## src/rtl/divider_pkg.sv

```systemverilog
// Shared widths, FSM encoding and constants for the divider sequencer.
package divider_pkg;

  localparam int DATA_W = 8;
  localparam logic [DATA_W-1:0] DBZ_QUOTIENT = 8'hFF;

  typedef enum logic [1:0] {
    IDLE = 2'd0,
    LOAD = 2'd1,
    WAIT = 2'd2,
    RESP = 2'd3
  } seq_state_t;

endpackage

```

## src/rtl/div_timeout_counter.sv

```systemverilog
// WAIT-cycle counter; expired is combinational and high during the LIMIT-th enabled cycle.
// No backpressure: clear has priority over enable.
module div_timeout_counter #(
  parameter int LIMIT = 32
) (
  input  logic clk,
  input  logic reset,
  input  logic clear,
  input  logic enable,
  output logic expired
);

  logic [7:0] count;

  always_ff @(posedge clk or negedge reset) begin
    if (!reset) begin
      count <= 8'd0;
    end else if (clear) begin
      count <= 8'd0;
    end else if (enable) begin
      count <= count + 8'd1;
    end
  end

  // count starts at 0 on the first WAIT cycle, so this marks the last allowed WAIT cycle.
  assign expired = (count == 8'(LIMIT - 1));

endmodule

```

## src/rtl/divider_sequencer.sv

```systemverilog
// Sequences one request through an external divider; response one cycle after done (DBZ: after accept).
// One operation in flight; req_ready only in IDLE, response held until rsp_ready.
module divider_sequencer
  import divider_pkg::*;
#(
  parameter int TIMEOUT_CYCLES = 32
) (
  input  logic              clk,
  input  logic              reset,
  input  logic              req_valid,
  output logic              req_ready,
  input  logic [DATA_W-1:0] req_dividend,
  input  logic [DATA_W-1:0] req_divisor,
  output logic              div_load,
  output logic [DATA_W-1:0] div_dividend,
  output logic [DATA_W-1:0] div_divisor,
  input  logic              div_done,
  input  logic [DATA_W-1:0] div_quotient,
  input  logic [DATA_W-1:0] div_remainder,
  output logic              rsp_valid,
  input  logic              rsp_ready,
  output logic [DATA_W-1:0] rsp_quotient,
  output logic [DATA_W-1:0] rsp_remainder,
  output logic              rsp_dbz,
  output logic              rsp_timeout,
  output logic              busy
);

  seq_state_t        state;
  logic [DATA_W-1:0] dividend_q;
  logic [DATA_W-1:0] divisor_q;
  logic              in_wait;
  logic              expired;

  assign in_wait      = (state == WAIT);
  assign div_dividend = dividend_q;
  assign div_divisor  = divisor_q;

  div_timeout_counter #(
    .LIMIT(TIMEOUT_CYCLES)
  ) u_timeout (
    .clk    (clk),
    .reset  (reset),
    .clear  (!in_wait),
    .enable (in_wait),
    .expired(expired)
  );

  always_ff @(posedge clk or negedge reset) begin
    if (!reset) begin
      state         <= IDLE;
      req_ready     <= 1'b1;
      div_load      <= 1'b0;
      rsp_valid     <= 1'b0;
      busy          <= 1'b0;
      dividend_q    <= '0;
      divisor_q     <= '0;
      rsp_quotient  <= '0;
      rsp_remainder <= '0;
      rsp_dbz       <= 1'b0;
      rsp_timeout   <= 1'b0;
    end else begin
      case (state)
        IDLE: begin
          if (req_valid) begin
            dividend_q <= req_dividend;
            divisor_q  <= req_divisor;
            req_ready  <= 1'b0;
            busy       <= 1'b1;
            if (req_divisor != '0) begin
              state    <= LOAD;
              div_load <= 1'b1;
            end else begin
              state         <= RESP;
              rsp_valid     <= 1'b1;
              rsp_quotient  <= DBZ_QUOTIENT;
              rsp_remainder <= req_dividend;
              rsp_dbz       <= 1'b1;
              rsp_timeout   <= 1'b0;
            end
          end
        end
        // div_done may still be high from the previous operation here, so it is not looked at.
        LOAD: begin
          state    <= WAIT;
          div_load <= 1'b0;
        end
        WAIT: begin
          if (div_done) begin
            state         <= RESP;
            rsp_valid     <= 1'b1;
            rsp_quotient  <= div_quotient;
            rsp_remainder <= div_remainder;
            rsp_dbz       <= 1'b0;
            rsp_timeout   <= 1'b0;
          end else if (expired) begin
            state         <= RESP;
            rsp_valid     <= 1'b1;
            rsp_quotient  <= '0;
            rsp_remainder <= '0;
            rsp_dbz       <= 1'b0;
            rsp_timeout   <= 1'b1;
          end
        end
        RESP: begin
          if (rsp_ready) begin
            state     <= IDLE;
            rsp_valid <= 1'b0;
            req_ready <= 1'b1;
            busy      <= 1'b0;
          end
        end
        default: begin
          state     <= IDLE;
          req_ready <= 1'b1;
          div_load  <= 1'b0;
          rsp_valid <= 1'b0;
          busy      <= 1'b0;
        end
      endcase
    end
  end

endmodule

```

## config.mk

```make
export PLATFORM = sky130hd
export DESIGN_NAME = divider_sequencer
export DESIGN_NICKNAME = d
export VERILOG_FILES = /design/src/rtl/divider_pkg.sv /design/src/rtl/div_timeout_counter.sv /design/src/rtl/divider_sequencer.sv
export SDC_FILE = /design/constraint.sdc
export NUM_CORES = 1
export LEC_CHECK = 0
export ABC_AREA = 0
export CORE_MARGIN = 3
export CORE_UTILIZATION = 58
export CTS_CLUSTER_DIAMETER = 50
export DETAILED_ROUTE_END_ITERATION = 12
export DONT_BUFFER_PORTS = 1
export PLACE_DENSITY = 0.84
export SLEW_MARGIN = 10
export SYNTH_ARGS = -nofsm -noshare
export SYNTH_HDL_FRONTEND = slang
export SYNTH_HIERARCHICAL = 1
export SYNTH_SLANG_ARGS = --single-unit
```

## constraint.sdc

```tcl
create_clock -name clk -period 2.7 [get_ports clk]
set_input_delay 0.405 -clock clk [delete_from_list [all_inputs] [get_ports clk]]
set_output_delay 0.405 -clock clk [all_outputs]
set_load 0.02 [all_outputs]
```

# After elaboration in Yosys (flattened, before gate mapping)
# Cells that the tools add are included.
[totals]
reg_bits = 48
input_bits = 37
output_inout_bits = 38
[op_classes]
addsub = 1
n_eq_ne = 9
muxes = 37
reduce_logical = 12
[op_table]
columns = ["op", "n"]
rows = [
  ["8-bit 2-to-1 mux", 8],
  ["8-bit one-hot mux with 2 select lines", 2],
  ["1-bit 2-to-1 mux", 15],
  ["2-bit 2-to-1 mux", 5],
  ["1-bit one-hot mux with 2 select lines", 5],
  ["3-bit AND reduction", 3],
  ["8-bit by 1-bit adder with 8-bit output, second input constant", 1],
  ["8-bit by 5-bit == test with 1-bit output, second input constant", 1],
  ["2-bit inequality test, second input constant", 4],
  ["2-bit one-hot mux with 4 select lines", 1],
  ["8-bit nonzero test", 1],
  ["2-bit nonzero test", 3],
  ["5-bit AND reduction", 1],
  ["2-bit == test, second input constant", 2],
  ["4-bit AND reduction", 1],
  ["3-bit by 2-bit inequality test with 1-bit output, second input constant", 1],
  ["1-bit one-hot mux with 3 select lines", 1],
  ["3-bit nonzero test", 1],
  ["2-bit by 1-bit == test with 1-bit output, second input constant", 1],
  ["2-bit zero test", 1],
  ["2-bit AND reduction", 1],
]

# Depth between registers and ports, before layout
[logic_depth]
word_depth = 4
ltp_mapped = 8
ltp_nobuf = 7

# By module
# The synthesis kept the hierarchy.
[modules_own_cells]
columns = ["module", "n_inst", "cells_per_inst", "area_each_um2"]
rows = [
  ["divider_sequencer", 1, 153, 1920.6],
  ["div_timeout_counter", 1, 41, 400.4],
]

# Worst setup path before layout
# No wires, ideal clock.
[synth_timing]
path_kind = "reg2reg"
start = "register state[0]"
end = "register rsp_dbz"
setup_ns = 0.125
arrival_ns = 2.002
setup_slack_ns = 0.573
path_stages_with_launch = 8
path_buffers = 2
period_less_slack_ns = 2.127
cell_sequence = "dfrtp_1 > inv_1 > ha_1 > buf_2 > or3b_2 > o2111ai_4 > buf_6 > mux2_4"
[synth_via]
elab_chain_cells = 3
elab_cells_between_ends = 8
cone_classes = "eq/ne (4); mux (1); reduce/logical (3)"
[synth_lines]
columns = ["item", "line", "rtl"]
rows = [
  ["from (decl)", "divider_sequencer.sv:29", "seq_state_t state;"],
  ["from (signal assigned)", "divider_sequencer.sv:51", "state <= IDLE;"],
  ["from (signal assigned)", "divider_sequencer.sv:71", "state <= LOAD;"],
  ["from (signal assigned)", "divider_sequencer.sv:74", "state <= RESP;"],
  ["2-bit == test (*)", "--", ""],
  ["named net in_wait", "divider_sequencer.sv:32", "logic in_wait;"],
  ["3-bit by 2-bit inequality test with 1-bit output (no line) / 2-bit nonzero test (equally long branches)", "--", ""],
  ["4-bit AND reduction (no line)", "--", ""],
  ["to (signal assigned)", "divider_sequencer.sv:60", "rsp_dbz <= 1'b0;"],
  ["to (signal assigned)", "divider_sequencer.sv:78", "rsp_dbz <= 1'b1;"],
  ["to (signal assigned)", "divider_sequencer.sv:94", "rsp_dbz <= 1'b0;"],
  ["to (decl)", "divider_sequencer.sv:24", "output logic rsp_dbz,"],
]
# Mark *: on every way through the listed nets, which the timed path passes. The rest lies on a longest branch.
# A chain may end at the register's enable or synchronous reset.

# Worst setup path after layout
[layout_timing]
start = "register u_timeout.count[0]"
end = "register rsp_remainder[3]"
[layout_via]
elab_chain_cells = 3
[layout_lines]
columns = ["item", "line", "rtl"]
rows = [
  ["from (decl)", "div_timeout_counter.sv:13", "logic [7:0] count;"],
  ["from (signal assigned)", "div_timeout_counter.sv:21", "count <= count + 8'd1;"],
  ["8-bit by 5-bit == test with 1-bit output", "div_timeout_counter.sv:26", "assign expired = (count == 8'(LIMIT - 1));"],
  ["named net expired", "divider_sequencer.sv:33", "logic expired;"],
  ["3-bit by 2-bit inequality test with 1-bit output (no line)", "--", ""],
  ["4-bit AND reduction (no line)", "--", ""],
  ["to (signal assigned)", "divider_sequencer.sv:77", "rsp_remainder <= req_dividend;"],
  ["to (signal assigned)", "divider_sequencer.sv:93", "rsp_remainder <= div_remainder;"],
  ["to (decl)", "divider_sequencer.sv:23", "output logic [DATA_W-1:0] rsp_remainder,"],
]
# The timed path passes the listed nets, and every way through them passes these cells.

==> run_results.csv <==
group,metric,value,unit
route,drt_wl_total,4590,um
final_layout,finalNetCount,240,
timing,maxSlewViolCount,0,
global_route,top_usage_layer,"met2",
status,status,"complete, no violations",
floorplanning,core_area,0.00377,mm^2
setup_path,crit_type,"register to register",
setup_path,cpLargestDelayFamily,"simple AND/OR/NAND/NOR gates",
synthesis,synthCells,194,
setup_path,start_kind,"register",
global_route,grtUsageMet2,35.5,%
timing,finalHoldViolCount,0,
global_route,grt_max_degree,49,
floorplanning,dieArea,0.00480,mm^2
final_layout,areaGrowthSynthToFinish,6.36,%
timing,fin_crit,2.19,ns
global_route,use_met3,7.54,%
global_route,grt_antenna_before_repair,0,
route,vias,1506,
worst_hold_path,hold_depth,1,
synthesis,ys.flop_type,"dfrtp_1",
synthesis,synth_seq_cells,48,
floorplanning,io_pins,75,
final_layout,utilization,65.5,%
synthesis,yosys.area.top_type,"dfrtp_1",
route,drtAntennaViolNets,0,
synthesis,synth_top_area_share,50.7,%
power,peakVddDrop,0.000871,V
timing,rsz0062_at_grt,"no",
synthesis,yosysWarnings,6,
clock_tree,clkLatencyLatePin,0.30,ns
route,viasPerCell,6.17,
route,drc,0,
timing,finalSetupTns,0,ns
global_route,grtUsageTotal,20.8,%
synthesis,synth_cell_type_count,37,
synthesis,synth_common_cells,"dfrtp_1, mux2_2, nand2_1",
final_layout,antennaDiodeCount,0,
floorplanning,dieHeight,69.3,um
floorplanning,rows,22,
worst_hold_path,hold_class,"input pin to register",
timing,worst_slew_pin_slew,0.808,ns
setup_path,cp.required,2.89,ns
global_route,grt_pass1_wl,7960,um
route,first_pass_iters,4,
route,drt-initial-drc-count,126,
clock_tree,path_clk_slew,0.08,ns
timing,relSlewSlack,46.1,%
placed_design,place_congestion,0.749,
clock_tree,cts_num_sinks,48,
route,wl_per_cell,18.8,um
timing,clock_skew,0.00791,ns
synthesis,async_reset_ff_share,100,%
final_layout,drive_gt1_share,25.0,%
clock_tree,htree_levels,2,
synthesis,yosysMostFrequentCell,"dfrtp_1",
placed_design,port_buffers,0,
power,p_leak,1.07,nW
clock_tree,root_buffer,"clkbuf_8",
timing,fmax,456,MHz
floorplanning,start_util,61.5,%
timing,setup_violations,0,
setup_path,worstPathArrival,2.38,ns
timing,fin_crit_sh,81.2,%
floorplanning,die_x,69.3,um
global_route,use_met1,24.1,%
power,p_per_area,1260,mW/mm^2
clock_tree,clk_path_buf_depth,2,
setup_path,crit_chain,"ha_1 > nand3_1 > nor4b_1 > or3b_2 > o2111ai_4 > mux2_2",
synthesis,syn-num-nets,238,
setup_path,slowest_delay,0.48,ns
synthesis,netlist_top_cells_area,"dfrtp_1, mux2_2, mux2_4",
clock_tree,ctsResizeCount,0,
synthesis,synth_area,0.00232,mm^2
placed_design,hpwl,3390,um
setup_path,reg2reg_depth,6,
synthesis,avgSynthCellArea,12.0,um^2
clock_tree,cts_buffers,5,
synthesis,seq_area_frac_synth,51.8,%
setup_path,critPathBufInv,0,
global_route,grt-ovfl-total,0,
setup_path,slowest_stage,"or3b_2",
setup_path,cp.depth,6,
setup_path,end_kind,"register",
setup_path,worstPathMaxFanout,18,
global_route,grt_pass1_vias,1624,
synthesis,synth_edf_count,0,
clock_tree,tritoncts,"yes",
run,drv_cap,0,
registers in the layout, summed over array words and instances (netlist names):
name,cells
div_dividend,8
div_load,1
rsp_remainder,8
rsp_quotient,8
state,2
rsp_valid,1
div_divisor,8
req_ready,1
u_timeout/count,8
rsp_timeout,1
busy,1
rsp_dbz,1
cell usage in the layout (no fill, tap or decap), drive strengths merged, types with 3 or more instances in the layout:
cell and n:
nand3 3, inv 7, nand2 21, o21ai 7, mux2i 4, mux2 33, a21oi 8, nor2 12
a22o 7, buf 3, or4 4, dfrtp 47, nand2b 3, ha 7, clkbuf 5
final cells by class:
type / instances / area, um^2
clock buffers: 5 / 68.8
clock inverters: 2 / 12.5
fillers: 263 / 1300
inverters: 8 / 30.0
multi-input cells: 129 / 1040
flip-flops and latches: 48 / 1200
well taps: 48 / 60.1
repair buffers: 4 / 52.6
cell families after synthesis:
| group | count (synthesis) | share of synthesized area, % |
|---|---|---|
| AO/OA/AOI/OAI | 30 | 9.54 |
| AND/OR/NAND/NOR | 51 | 10.7 |
| multiplexers | 37 | 19.4 |
| buffers and inverters | 17 | 3.29 |
| flip-flops | 48 | 51.8 |
| XOR/XNOR | 4 | 1.51 |
| adder cells (fa/ha/maj) | 7 | 3.77 |
routing by layer:
metal	wire, um	part of all wire [%]	vias up
met4	70	1.5	0
met5	0	0	-
met3	352	7.7	7
met2	2450	53	57
met1	1720	37	756
li1	-	-	686
power breakdown:
| part | switching [W] | internal, W |
|---|---|---|
| clock | 0.000233 | 0.000175 |
| combinational | 0.000529 | 0.000596 |
| sequential | 0.000555 | 0.00102 |
path summary, 6_finish.rpt:
kind / from / end / slack, ns
worst min-delay path: req_divisor[3] / div_divisor[3]$_DFFE_PN0P_ / 0.25
worst max register to register: u_timeout/count[0]$_DFFE_PN0P_ / rsp_remainder[3]$_DFFE_PN0P_ / 0.51
worst max-delay path: u_timeout/count[0]$_DFFE_PN0P_ / rsp_remainder[3]$_DFFE_PN0P_ / 0.51
max in group asynchronous: reset / req_ready$_DFFE_PN1P_ / 1.85
worst min register to register: u_timeout/count[7]$_DFFE_PN0P_ / u_timeout/count[7]$_DFFE_PN0P_ / 0.57
min in group asynchronous: reset / rsp_quotient[6]$_DFFE_PN0P_ / 0.59
repair_timing:
item,4_1_cts,5_1_grt
endpoints found under the hold margin,48,0
hold buffers,2,0
setup buffers,0,0
stage by stage:
stage                     instances  setup slack [ns]  power, W  area, um^2  hold WS (ns)
after floorplan                 194             0.573   0.00247        2320         0.109
after global routing            244             0.415   0.00330        2470         0.232
after global placement          235             0.569   0.00261        2350         0.111
after CTS                       244             0.513   0.00312        2470         0.240
after detailed placement        235             0.510   0.00270        2350         0.111
final                           244             0.507   0.00310        2470         0.246
Power figures use the tool's default switching activity.
